File: src/rtl/digit_serial_adder.sv
// Digit-serial WIDTH-bit adder: DIGIT bits per clock, registered carry, start/done handshake.
// Optional signed-overflow output is built when SERIAL_ADD_OVF_EN is defined.
module digit_serial_adder #(
  parameter int WIDTH = 16,
  parameter int DIGIT = 4,
  parameter int ADDER = 1
) (
  input  logic             clk,
  input  logic             rst,
  input  logic             start,
  input  logic [WIDTH-1:0] a,
  input  logic [WIDTH-1:0] b,
  input  logic             cin,
  output logic             ready,
  output logic             busy,
  output logic             done,
  output logic [WIDTH-1:0] s,
  output logic             co
`ifdef SERIAL_ADD_OVF_EN
  ,
  output logic             ovf
`endif
);

  localparam int N  = WIDTH / DIGIT;
  localparam int CW = (N > 1) ? $clog2(N) : 1;

  typedef enum logic [1:0] {
    IDLE,
    RUN,
    DONE
  } state_t;

  state_t           state;
  logic [WIDTH-1:0] a_reg;
  logic [WIDTH-1:0] b_reg;
  logic             carry;
  logic [CW-1:0]    cnt;
  logic             seed;
  logic [DIGIT-1:0] dig_sum;
  logic             dig_co;
  logic             last;

  generate
    if (WIDTH % DIGIT != 0) begin : g_bad_digit
      $error("digit_serial_adder: DIGIT must divide WIDTH exactly");
    end

    // Carry seed: half mode discards cin, full mode feeds it into digit 0.
    case (ADDER)
      0: begin : g_half
        logic unused_cin;
        assign unused_cin = cin;
        assign seed       = 1'b0;
      end
      1: begin : g_full
        assign seed = cin;
      end
      default: begin : g_bad_adder
        $error("digit_serial_adder: ADDER must be 0 or 1");
        assign seed = 1'b0;
      end
    endcase
  endgenerate

  // NOTE: every output of this block is assigned on every path, so no latch is inferred.
  always_comb begin
    {dig_co, dig_sum} = {1'b0, a_reg[cnt*DIGIT +: DIGIT]}
                      + {1'b0, b_reg[cnt*DIGIT +: DIGIT]}
                      + {{DIGIT{1'b0}}, carry};
    last = (cnt == CW'(N - 1));
  end

  // NOTE: state registers use non-blocking assignments so every flop samples pre-edge values.
  always_ff @(posedge clk) begin
    if (rst) begin
      state <= IDLE;
      ready <= 1'b1;
      busy  <= 1'b0;
      done  <= 1'b0;
      s     <= '0;
      co    <= 1'b0;
`ifdef SERIAL_ADD_OVF_EN
      ovf   <= 1'b0;
`endif
      a_reg <= '0;
      b_reg <= '0;
      carry <= 1'b0;
      cnt   <= '0;
    end else begin
      done <= 1'b0;
      case (state)
        IDLE, DONE: begin
          if (start) begin
            a_reg <= a;
            b_reg <= b;
            carry <= seed;
            cnt   <= '0;
            state <= RUN;
            ready <= 1'b0;
            busy  <= 1'b1;
          end else begin
            state <= IDLE;
            ready <= 1'b1;
            busy  <= 1'b0;
          end
        end
        RUN: begin
          // Only the digit being processed is overwritten; older sum digits stay put.
          s[cnt*DIGIT +: DIGIT] <= dig_sum;
          carry                 <= dig_co;
          cnt                   <= cnt + 1'b1;
          if (last) begin
            co    <= dig_co;
`ifdef SERIAL_ADD_OVF_EN
            ovf   <= (a_reg[WIDTH-1] == b_reg[WIDTH-1]) &&
                     (dig_sum[DIGIT-1] != a_reg[WIDTH-1]);
`endif
            state <= DONE;
            done  <= 1'b1;
            ready <= 1'b1;
            busy  <= 1'b0;
          end
        end
        default: begin
          state <= IDLE;
          ready <= 1'b1;
          busy  <= 1'b0;
        end
      endcase
    end
  end

endmodule
File: config.mk
export PLATFORM = sky130hd
export DESIGN_NAME = digit_serial_adder
export DESIGN_NICKNAME = d
export VERILOG_FILES = /design/src/rtl/digit_serial_adder.sv
export SDC_FILE = /design/constraint.sdc
export NUM_CORES = 1
export LEC_CHECK = 0
export CAP_MARGIN = 25
export CELL_PAD_IN_SITES_DETAIL_PLACEMENT = 0
export CELL_PAD_IN_SITES_GLOBAL_PLACEMENT = 1
export CORE_MARGIN = 10
export CORE_UTILIZATION = 35
export CTS_BUF_LIST = sky130_fd_sc_hd__clkbuf_8
export CTS_CLUSTER_SIZE = 24
export DETAILED_ROUTE_END_ITERATION = 6
export PLACE_DENSITY = 0.83
export SYNTH_ARGS = -nofsm -noshare
export SYNTH_HDL_FRONTEND = slang
export SYNTH_SLANG_ARGS = --single-unit
File: constraint.sdc
create_clock -name clk -period 2.8 [get_ports clk]
set_input_delay 0.56 -clock clk [delete_from_list [all_inputs] [get_ports clk]]
set_output_delay 0.56 -clock clk [all_outputs]
set_load 0.005 [all_outputs]
==> summary.md <==
| Metric | Value |
|---|---|
| Unrepaired setup endpoints after global routing | no |
| Total track usage | 11.2% |
| CTS tree | done |
| Placed Area | 3100 um^2 |
| Area delta synth->final | 32.7% |
| Port buffer count | 55 |
| CTS Buffer Depth | 2 |
| Final std cells w/o fill | 425 |
| Tot Pwr | 0.00186 W |
| Max stage delay on crit path | 0.54 ns |
| Critical Path AT | 2.81 ns |
| Design Area, Final | 3290 um^2 |
| Fill count | 673 |
| HPWL after DPL | 4.52 mm |
| Syn Area/Cell | 9.24 um^2 |
| Grt ovf | 0 |
| Largest net degree at the start of global routing | 34 |
| Die area | 10800 um^2 |
| I/O pins | 56 |
| Period utilisation layout | 90.8% |
| Final Hold Fails | 0 |
| Fin. max-slew vios | 0 |
| Synth Flop Type | dfxtp_1 |
| Area of the mapped netlist | 2480 um^2 |
| Initial DRC Count | 96 |
| Fin crit period | 2.54 ns |
| Maxcap violations | 0 |
| Setup TNS Final | 0 ns |
| Critical path launch point type | flip-flop |
| Initial antenna violation count | 0 |
| Number of synthesized flops with an enable pin | 0 |
| H-tree depth | 3 |
| Crit path kind | flip-flop to flip-flop |
| Commonest non-fill, non-tap cell in the layout | nand2_1 |
| Clk sink count | 57 |
| Register Area | 1140 um^2 |
| Vias per cell | 4.74 |
| Reg2reg path depth | 6 |
| Cell mode on critical path | fa_1 |
| #FFs+latches synth | 57 |
| Status | complete, no violations |
| Placed cells | 409 |
| Root Buffer | clkbuf_8 |
| Final Util | 48.1% |
| # DRC | 0 |
| Die Ht | 104 um |
| Vias in the first global route | 2111 |
| Most frequent cells in the layout | nand2_1, dfxtp_1, clkdlybuf4s50_1 |
| CP cell instances | mux4_2 > fa_1 > fa_1 > xor2_1 > a22oi_1 > nor2_1 |
| Cells after Synth | 268 |
| Clk_skew | 0.00757 ns |
| Post-DR wirelength/cell | 14.1 um |
| Peak supply drop | 0.000348 V |
| FMAX | 393 MHz |
| Final ANT Viol Nets | 0 |
| Share of cells above drive strength 1 | 11.9% |
| Post-cts sizing count | 0 |
| Async SR Flop Fraction | 0% |
| Max_slew headroom | 64.6% |
| Post-Syn Nets | 315 |
| LEAKAGE | 1.26 nW |
| Total setup buffers inserted after CTS | 0 |
| Actual slew at the worst max-slew pin | 0.529 ns |
| Sequential share of the synthesized area | 46.1% |
| CP Buf/Inv Count | 0 |
| Pwr Density | 566 nW/um^2 |
| Initial core utilization | 36.2% |
| Layout net count | 371 |
| Hold Path Depth | 2 |
| Post-CTS Hold Buffers | 0 |
| Required time worst endpoint | 3.07 ns |
| Multi-input gate area | 1220 um^2 |
| CP top delay family | adder cells |
| Post-synthesis cell type count | 35 |
| CP max-delay cell | mux4_2 |
| CP Max Fanout | 4 |
| # rows | 30 |
| Clock slew at reported path FFs | 0.06 ns |
| Worst skew pair latency | 0.34 ns |
| Core area | 6830 um^2 |
| First-pass GRT wire length | 9.94 mm |
| Total Routed Length | 5.98 mm |
| CTS Buf Count | 9 |
| Chip width | 104 um |
| HP Class | flip-flop to flip-flop |
| Vias | 2016 |
| Detailed Routing Iterations Pass 1 | 4 |
| ANT cells | 0 |
| Syn. warnings | 0 |
| WP depth | 6 |
| CP Capture Type | flip-flop |
| # setup viols final | 0 |
| Final GP Congestion | 0.859 |
through the flow:
step / hold slack (ns) / setup WS [ns]
detailed placement: 0.447 / 0.267
CTS: 0.455 / 0.245
floorplan: 0.433 / 0.172
finish: 0.453 / 0.259
global route: 0.473 / 0.129
global placement: 0.441 / 0.355
area by class of cell:
cell class	instances	area share (%)
multi-input cells	192	37.1
flip-flops and latches	57	34.7
repair buffers	62	18.6
clock buffers	10	4.19
well taps	96	3.65
clock inverters	6	1.56
inverters	2	0.228
final timing paths:
check | slack (ns) | startpoint | to
worst min-delay path | 0.45 | a_reg[15] | a_reg[15]
worst max register to register | 0.26 | cnt[0] | s[2]
worst max-delay path | 0.26 | cnt[0] | s[2]
worst min register to register | 0.45 | a_reg[15] | a_reg[15]
power breakdown:
group | switching (W) | internal [W]
sequential | 0.0000227 | 0.000848
combinational | 0.000130 | 0.000127
clock | 0.000310 | 0.000422
worst min-delay path, stage by stage, from the launching register on:
cell and delay [ns]:
dfxtp_1 0.31, nand2_1 0.05, a21oi_1 0.05
per-layer routing:
metal  track usage (%)  vias to the layer above  part of all wire, %
met5                 0                        -                    0
met4              3.98                        0                  1.3
met3              4.96                        8                  6.0
met2              18.3                       56                   47
met1              12.5                      923                   46
li1                  -                     1029                    -
cell usage after synthesis (2+ instances only):
library cell,n,share of area (%)
mux4_2,8,7.3
buf_2,7,1.4
nand3_1,2,0.40
nand2b_1,3,0.76
buf_4,3,0.91
fa_1,2,1.6
a22oi_1,14,4.2
inv_1,2,0.30
a21oi_2,2,0.71
and3_4,2,0.91
a21oi_1,38,7.7
buf_1,2,0.30
dfxtp_1,57,46
a32oi_1,2,0.71
clkbuf_1,2,0.30
nor2_1,23,3.5
ha_1,9,4.5
nand2_1,72,11
a21o_1,2,0.61
cell families (layout without fill, tap and decap cells):
logic type,count (synthesis),in the layout,share of synthesized area [%]
compound gates,61,61,15.2
xor+xnor,1,1,0.354
fa+ha+maj,11,11,6.16
buf+inv,19,80,4.80
flops,57,57,46.1
mux,8,8,7.28
simple gates,111,111,20.1
Power figures use the tool's default switching activity.
